File: config.mk
export PLATFORM = sky130hd
export DESIGN_NAME = synapse_accumulator
export DESIGN_NICKNAME = d
export VERILOG_FILES = /design/src/rtl/synapse_accumulator.sv
export SDC_FILE = /design/constraint.sdc
export NUM_CORES = 1
export LEC_CHECK = 0
export ABC_AREA = 0
export ABC_CLOCK_PERIOD_IN_PS = 2490
export CAP_MARGIN = 20
export CORE_MARGIN = 2
export CORE_UTILIZATION = 49
export CTS_CLUSTER_SIZE = 40
export DETAILED_ROUTE_END_ITERATION = 10
export GPL_TIMING_DRIVEN = 0
export HOLD_SLACK_MARGIN = 0.12
export MAX_ROUTING_LAYER = met4
export PLACE_DENSITY = 0.76
export SLEW_MARGIN = 20
export SYNTH_ARGS = -nofsm -noshare
export SYNTH_HDL_FRONTEND = slang
export SYNTH_SLANG_ARGS = --single-unit
File: constraint.sdc
create_clock -name i_clk -period 2.49 [get_ports i_clk]
set_input_delay 0.498 -clock i_clk [delete_from_list [all_inputs] [get_ports i_clk]]
set_output_delay 0.498 -clock i_clk [all_outputs]
set_load 0.02 [all_outputs]
File: src/rtl/synapse_accumulator.sv
// Serial weighted-sum input stage: one synapse per clock, saturated sum pulsed for one cycle.
// Optional runtime weight loading is enabled by defining SYNAPSE_WEIGHT_LOAD_EN.
module synapse_accumulator #(
    parameter int N_INPUTS    = 8,
    parameter int WEIGHT_BITS = 8,
    parameter int DATA_LENGTH = 16,
    parameter int INIT_WEIGHT = 16
) (
    input  logic                        i_clk,
    input  logic                        i_rst,
    input  logic                        i_tick,
    input  logic [N_INPUTS-1:0]         i_pre_spike,
    output logic [DATA_LENGTH-1:0]      o_spike_sum,
    output logic                        o_valid,
    output logic                        o_busy,
    output logic                        o_overrun,
    output logic [1:0]                  o_dbg_state
`ifdef SYNAPSE_WEIGHT_LOAD_EN
    ,
    input  logic                        i_w_we,
    input  logic [$clog2(N_INPUTS)-1:0] i_w_addr,
    input  logic [WEIGHT_BITS-1:0]      i_w_data
`endif
);

    localparam int IDX_W = $clog2(N_INPUTS);
    localparam int ACC_W = DATA_LENGTH + IDX_W;
    localparam logic [WEIGHT_BITS-1:0] INIT_W  = WEIGHT_BITS'(INIT_WEIGHT);
    localparam logic [ACC_W-1:0]       SUM_MAX = (ACC_W'(1) << DATA_LENGTH) - ACC_W'(1);
    localparam logic [IDX_W-1:0]       LAST_IDX = IDX_W'(N_INPUTS - 1);

    // Handshake: i_tick is a request honoured only in IDLE; o_valid is a
    // one-cycle strobe with no back-pressure, o_spike_sum is 0 whenever o_valid=0.
    typedef enum logic [1:0] {
        S_IDLE = 2'd0,
        S_SCAN = 2'd1,
        S_DONE = 2'd2
    } state_t;

    state_t state, state_next;

    logic [ACC_W-1:0]       acc;
    logic [IDX_W-1:0]       idx;
    logic [N_INPUTS-1:0]    vec;
    logic [WEIGHT_BITS-1:0] w [N_INPUTS];
    logic [WEIGHT_BITS-1:0] cur_w;
    logic [ACC_W-1:0]       addend;
    logic [ACC_W-1:0]       acc_sum;
    logic                   last_step;

`ifdef SYNAPSE_WEIGHT_LOAD_EN
    // Writes land at the clock edge, so a same-cycle scan read sees the old weight.
    always_ff @(posedge i_clk or posedge i_rst) begin
        if (i_rst) begin
            for (int i = 0; i < N_INPUTS; i++) begin
                w[i] <= INIT_W;
            end
        end else if (i_w_we && (int'(i_w_addr) < N_INPUTS)) begin
            w[i_w_addr] <= i_w_data;
        end
    end
`else
    for (genvar g = 0; g < N_INPUTS; g++) begin : g_const_w
        assign w[g] = INIT_W;
    end
`endif

    assign cur_w     = w[idx];
    assign addend    = vec[idx] ? ACC_W'(cur_w) : '0;
    assign acc_sum   = acc + addend;
    assign last_step = (idx == LAST_IDX);

    always_ff @(posedge i_clk or posedge i_rst) begin
        if (i_rst) begin
            state <= S_IDLE;
        end else begin
            state <= state_next;
        end
    end

    always_comb begin
        state_next = state;
        case (state)
            S_IDLE:  if (i_tick) state_next = S_SCAN;
            S_SCAN:  if (last_step) state_next = S_DONE;
            S_DONE:  state_next = S_IDLE;
            default: state_next = S_IDLE;
        endcase
    end

    always_ff @(posedge i_clk or posedge i_rst) begin
        if (i_rst) begin
            acc         <= '0;
            idx         <= '0;
            vec         <= '0;
            o_spike_sum <= '0;
            o_valid     <= 1'b0;
            o_overrun   <= 1'b0;
        end else begin
            o_overrun <= i_tick && (state != S_IDLE);
            case (state)
                S_IDLE: begin
                    if (i_tick) begin
                        vec <= i_pre_spike;
                        acc <= '0;
                        idx <= '0;
                    end
                end
                S_SCAN: begin
                    acc <= acc_sum;
                    idx <= idx + 1'b1;
                    if (last_step) begin
                        o_spike_sum <= (acc_sum > SUM_MAX) ? '1 : acc_sum[DATA_LENGTH-1:0];
                        o_valid     <= 1'b1;
                    end
                end
                S_DONE: begin
                    o_spike_sum <= '0;
                    o_valid     <= 1'b0;
                end
                default: begin
                    o_spike_sum <= '0;
                    o_valid     <= 1'b0;
                end
            endcase
        end
    end

    assign o_busy      = (state != S_IDLE);
    assign o_dbg_state = state;

endmodule

==> results by group, run 1 <==
Outcome
  • Status: complete, but fails checks
  • Violated checks: negative setup slack

STA
  • Max-slew violations: 0
  • Fin. Hold Viols: 0
  • Least-Margin Pin Slew: 0.6958 ns
  • Final Cycle Share: 105.3%
  • Max frequency: 381.3 MHz
  • Endpoints failing setup: 12
  • RSZ-0062 raised after global routing: yes
  • Setup Skew: 0.005612 ns
  • Crit path time final: 2.622 ns
  • Max-slew headroom: 53.30%
  • Setup WS post-layout: -0.1324 ns

CTS
  • Root Buffer: clkbuf_8
  • CTS tree: done
  • Clk slew on worst S/H paths: 0.08 ns
  • Worst-Skew Late Latency: 0.30 ns
  • CTS Hold Bufs: 0
  • Clock Path Buffers: 2
  • CTS Buf Count: 5
  • CTS Sinks: 43
  • H-tree depth: 2

Synth
  • Syn. warnings: 0
  • Yosys reg bits: 43
  • Most numerous cell in the Yosys netlist: dfrtp_1
  • Post-synth cell types: 45
  • Yosys top cell by area: dfrtp_1
  • Syn_nets: 233
  • Post-synth EDFFs: 0
  • Post-synth top cells: dfrtp_1, nand2_1, nor2_1, o21ai_0, a21oi_1
  • Synth area leaders: dfrtp_1, nand2_1, mux2_2, o21ai_0, nor2_1
  • Register area share after synthesis: 48.42%
  • Most used DFF post-synth: dfrtp_1
  • Gate Count Post-Synth: 218
  • Synth async-reset ratio: 100.0%
  • Avg Cell Area, Syn: 10.19 sq um
  • Post-synth top area share: 48.42%
  • Mapped Area: 2222 sq um

Setup path
  • Slowest stage delay, CP: 0.50 ns
  • Crit path DAT: 2.80 ns
  • WP data required: 2.67 ns
  • CP max stage cell: mux4_2
  • CP Capture Type: register
  • Critical path class: reg2reg
  • Crit-path cells: mux4_2, mux2_4, ha_4, ha_4, nand4_1, nor4_4, mux2i_2, a211oi_2, buf_4, buf_6, a31oi_1
  • Cell repeated most along the worst path: ha_4
  • Startpoint Class: register
  • Worst Reg-to-Reg Cells: 11
  • CP max FO: 5

Drt
  • DRT Pass-1 Iters: 4
  • Post-DRT Antenna Nets: 0
  • Vias per std cell: 5.451
  • Initial drt markers: 179
  • Via count: 1,739
  • Routed wire length per instance: 14.83 microns
  • Post-route DRC: 0
  • Final WL: 4730 microns

Placement
  • GP Congestion: 0.8631
  • Port Buffers: 31
  • Cells after DPL: 302
  • HPWL Detailed: 3318 microns
  • Place WS: -0.3823 ns

GRT
  • GRT Util Overall: 20.86%
  • GR Overflow Total: 0
  • Largest net degree at the start of global routing: 32
  • First-pass GRT wire length: 7886 microns
  • Antenna violations before repair: 0
  • Vias in the first global route: 1,632

Final layout
  • Area of the multi-input gates: 1085 sq um
  • # nets final: 281
  • Register area: 1077 sq um
  • Layout Cells excl Fill: 319
  • Layout cells sized above 1: 22.47%
  • Fill cells: 375
  • Ant. Diodes: 0
  • Syn-to-layout area delta: 29.34%

Min path
  • Hold crit path type: in2async

Die
  • Core area: 4354 sq um
  • Die area: 5089 sq um
  • Top Ports: 32
  • Initial Util: 51.03%
  • Die H: 71.34 microns
  • Row count: 24
  • Die Width: 71.34 microns

Power and ir drop
  • Pleak: 1.287 nW
  • Pwr dens: 1162 nW/um^2
  • Maximum vdd drop: 0.7458 mV

Run
  • MaxCap Viol Count: 0
cell usage in the layout (no fill, tap or decap), drive strengths merged, types with 3 or more instances in the layout:
cell type,netlist,routed
inv,5,5
and2,3,3
clkbuf,5,13
xor2,4,4
a22o,4,4
xnor2,6,6
ha,4,4
a21oi,12,12
nor2,22,22
clkdlybuf4s50,0,31
a31oi,5,5
dfrtp,43,43
buf,10,20
nand2,29,29
mux2,9,9
and4,3,3
o21ai,19,19
nand4,7,7
nand3,5,5
flip-flops by register name, summed over array words and instances, names as in the netlist:
signal and flops:
acc 15, o_spike_sum 13, vec 8, idx 3, o_dbg_state 2, o_overrun 1
o_valid 1
kinds of logic (layout without fill, tap and decap cells):
kind of cell	Yosys count	in the layout	share of synthesized area [%]
adders and majority gates	4	4	2.252
muxes	12	12	7.038
DFF	43	43	48.42
and+or+nand+nor	78	78	17.96
buffers and inverters	21	70	6.362
xor gates and xnor gates	10	10	4.279
AOI/OAI and AO/OA	50	50	13.68
per-stage QoR:
step	cell area (sq um)	total power, mW	setup TNS, ns	hold WS, ns	utilization, %
floorplan	2251	2.208	-0.3713	0.4738	-
global placement	2626	2.737	-3.854	0.4664	60.32
detailed placement	2646	2.796	-4.333	0.4685	60.78
CTS	2830	3.348	-0.8646	0.4565	65.00
global route	2874	3.580	-2.199	0.4853	66.01
finish	2874	3.338	-1.213	0.4609	66.01
critical path, delay by kind of cell (launching register included):
kind | cells | cell delay (ns)
compound gates | 2 | 0.26
fa+ha+maj | 2 | 0.34
buf+inv | 2 | 0.31
flops | 1 | 0.42
mux | 3 | 0.95
simple gates | 2 | 0.20
final timing paths:
| kind | start | end | slack (ns) |
|---|---|---|---|
| setup / recovery | idx[0]$_DFFE_PP0P_ | o_spike_sum[13]$_DFFE_PP0P_ | -0.13 |
| hold / removal | i_rst | vec[0]$_DFFE_PP0P_ | 0.46 |
| setup reg to reg | idx[0]$_DFFE_PP0P_ | o_spike_sum[13]$_DFFE_PP0P_ | -0.13 |
| hold reg to reg | o_valid$_DFFE_PP0P_ | o_valid$_DFFE_PP0P_ | 0.48 |
| max in group asynchronous | i_rst | idx[0]$_DFFE_PP0P_ | 1.57 |
| min in group i_clk | o_valid$_DFFE_PP0P_ | o_valid$_DFFE_PP0P_ | 0.48 |
where the power goes:
group | internal [mW] | switching (mW) | total (mW)
combinational | 0.870 | 0.811 | 1.68
sequential | 0.971 | 0.203 | 1.17
clock | 0.253 | 0.231 | 0.484
repair_timing:
item,in CTS,in global routing
pin swaps,4,3
gates resized for setup,10,6
endpoints found under the hold margin,0,0
buffers inserted,5,4
cloned,1,0
endpoints found under the setup margin,13,13
area by class of cell:
class	count	area share, %
flip-flops and latches	43	37.48
plain buffers	16	4.266
clock buffers	8	3.483
repair buffers	41	14.11
multi-input cells	154	37.74
inverters	5	0.6530
well taps	52	2.264
routing by layer:
metal / global-route usage [%] / part of all wire [%] / wire (microns) / vias to the layer above
li1: - / - / - / 860
met1: 26.48 / 45 / 2150 / 817
met2: 32.51 / 48 / 2281 / 54
met3: 5.063 / 4.9 / 230 / 8
met4: 7.966 / 1.4 / 67 / 0
met5: - / 0 / 0 / -
Power figures use the tool's default switching activity.
==> run 2, diff against run 1 <==
- SKIP_CTS_REPAIR_TIMING: not set -> 1
==> run 2 against run 1 <==
  * Largest power group unchanged
  * Cell count decreased by 0.63%
  * Routed wire length decreased by 0.72%
  * Global-route usage decreased by 0.46 points
  * Largest cell class is now sequential cells
  * Register-to-register slack improved by 0.03 ns
  * Sequential share of layout area increased by 0.48 points
  * Clock skew increased by 0.0027 ns
  * Total power decreased by 0.98%
  * Clock power about the same
  * Critical path depth unchanged
  * The run still ends with negative setup slack left
==> results by group, run 2 (synthesis results as in run 1) <==
Die
  • Die H: 71.34 microns
  • Row count: 24
  • Initial Util: 51.03%
  • Die Width: 71.34 microns
  • Die area: 5089 sq um
  • Top Ports: 32
  • Core area: 4354 sq um

Drt
  • Final WL: 4696 microns
  • Via count: 1,752
  • Post-DRT Antenna Nets: 0
  • Initial drt markers: 183
  • Post-route DRC: 0
  • DRT Pass-1 Iters: 4
  • Vias per std cell: 5.527
  • Routed wire length per instance: 14.81 microns

Final layout
  • Most common cell after layout, fill and taps aside: dfrtp_1
  • Syn-to-layout area delta: 27.70%
  • Ant. Diodes: 0
  • Top flop regs: acc (15), o_spike_sum (13), vec (8)
  • Commonest cells after routing, fill and taps aside: dfrtp_1, clkdlybuf4s50_1, nand2_1
  • Reg with most FFs: acc
  • # nets final: 279
  • Max FFs per register: 15
  • Layout cells sized above 1: 20.38%

Setup path
  • WP data required: 2.68 ns
  • Slowest stage delay, CP: 0.50 ns
  • CP startpoint: idx[0]$_DFFE_PP0P_
  • Startpoint Class: register
  • CP max stage cell: mux4_2
  • CP max FO: 6
  • Crit path DAT: 2.78 ns
  • CP Capture Type: register
  • Crit-path cells: mux4_2, mux2_4, ha_4, ha_4, nand4_1, nor4_4, mux2i_2, a211oi_2, buf_4, buf_4, a21oi_1
  • Worst reg2reg startpoint: idx[0]$_DFFE_PP0P_
  • R2R setup slack: -0.11 ns
  • Critical path class: reg2reg

STA
  • Fin. Hold Viols: 0
  • Crit path time final: 2.596 ns
  • Hold Worst Slack: 0.4614 ns
  • Max-slew violations: 0
  • RSZ-0062 raised after global routing: yes
  • Final Cycle Share: 104.3%
  • Setup Skew: 0.008284 ns
  • Max-slew headroom: 52.21%
  • Setup WS post-layout: -0.1058 ns
  • Least-Margin Pin Slew: 0.7121 ns
  • Endpoints failing setup: 13
  • Max frequency: 385.2 MHz

GRT
  • First-pass GRT wire length: 7707 microns
  • GRT Util Overall: 20.40%
  • Vias in the first global route: 1,591
  • GR Overflow Total: 0
  • Antenna violations before repair: 0
  • Largest net degree at the start of global routing: 32

Placement
  • GP Congestion: 0.8631
  • Port Buffers: 31
  • HPWL Detailed: 3318 microns

Power and ir drop
  • Pwr dens: 1165 nW/um^2
  • Pleak: 1.270 nW
  • Int Power: 2.079 mW
  • Sequential share of power: 35.5%
  • Maximum vdd drop: 0.7461 mV
  • Combinational share of power: 49.8%
  • Sw frac: 37.10%
  • Net switching power: 1.226 mW
  • Overall Power: 3.306 mW
  • Clock Power Share: 14.7%

CTS
  • CTS Sinks: 43
  • Worst-Skew Late Latency: 0.30 ns
  • Root Buffer: clkbuf_8
  • CTS tree: done
  • CTS Buf Count: 5
  • Clock Path Buffers: 2
  • H-tree depth: 2
  • Clk slew on worst S/H paths: 0.08 ns

Outcome
  • Violated checks: negative setup slack
  • Status: complete, but fails checks

Min path
  • Hold crit path type: in2async

Run
  • MaxCap Viol Count: 0
-- run 2: changes by cell type in the layout (fill, tap and decap cells not counted) --
cell and change:
buf_6 -2, a21oi_2 -5, a21oi_1 +5, and3_1 -1, and3_4 +1
-- run 2: worst max-delay path, delay by kind of cell, from the launching register on --
family / cells / cell delay, ns
multiplexers: 3 / 0.95
adder cells (fa/ha/maj): 2 / 0.35
AND/OR/NAND/NOR: 2 / 0.21
AO/OA/AOI/OAI: 2 / 0.23
flip-flops: 1 / 0.42
buffers and inverters: 2 / 0.32
-- run 2: power groups by stage --
stage | Clock, mW | Combinational, mW | Sequential (mW)
after global placement | 0 | 1.56 | 1.18
after floorplan | 0 | 0.896 | 1.31
after global routing | 0.529 | 1.80 | 1.22
final | 0.486 | 1.65 | 1.17
after detailed placement | 0 | 1.61 | 1.19
after CTS | 0.501 | 1.61 | 1.18
-- run 2: worst paths after layout --
| check | end | depth (start not counted) |
|---|---|---|
| min | vec[0]$_DFFE_PP0P_ | 2 |
| min in group i_clk | o_valid$_DFFE_PP0P_ | 1 |
| max | o_spike_sum[6]$_DFFE_PP0P_ | 11 |
| max reg2reg | o_spike_sum[6]$_DFFE_PP0P_ | 11 |
| max in group asynchronous | idx[0]$_DFFE_PP0P_ | 3 |
| min reg2reg | o_valid$_DFFE_PP0P_ | 1 |
-- run 2: routing by layer --
| metal | track usage, % | vias up | share of wire, % |
|---|---|---|---|
| met1 | 26.30 | 826 | 46 |
| met2 | 31.38 | 61 | 47 |
| met5 | - | - | 0 |
| met3 | 5.063 | 12 | 5.2 |
| met4 | 7.547 | 0 | 1.9 |
| li1 | - | 853 | - |
-- run 2: metrics by stage --
stage | cell area [sq um] | setup slack (ns) | cells | util (%) | TNS, ns
after floorplan | 2251 | -0.05539 | 218 | - | -0.3713
after global placement | 2626 | -0.3501 | 301 | 60.32 | -3.854
after detailed placement | 2646 | -0.3823 | 302 | 60.78 | -4.333
after CTS | 2746 | -0.3929 | 310 | 63.07 | -4.454
after global routing | 2838 | -0.1790 | 317 | 65.17 | -2.051
final | 2838 | -0.1058 | 317 | 65.17 | -1.037
-- run 2: cell type report --
cell class              count  area [sq um]
multi-input cells         154          1071
repair buffers             39         382.9
plain buffers              16         122.6
clock buffers               8         100.1
flip-flops and latches     43          1077
inverters                   5         18.77
well taps                  52         65.06
fillers                   382          1516
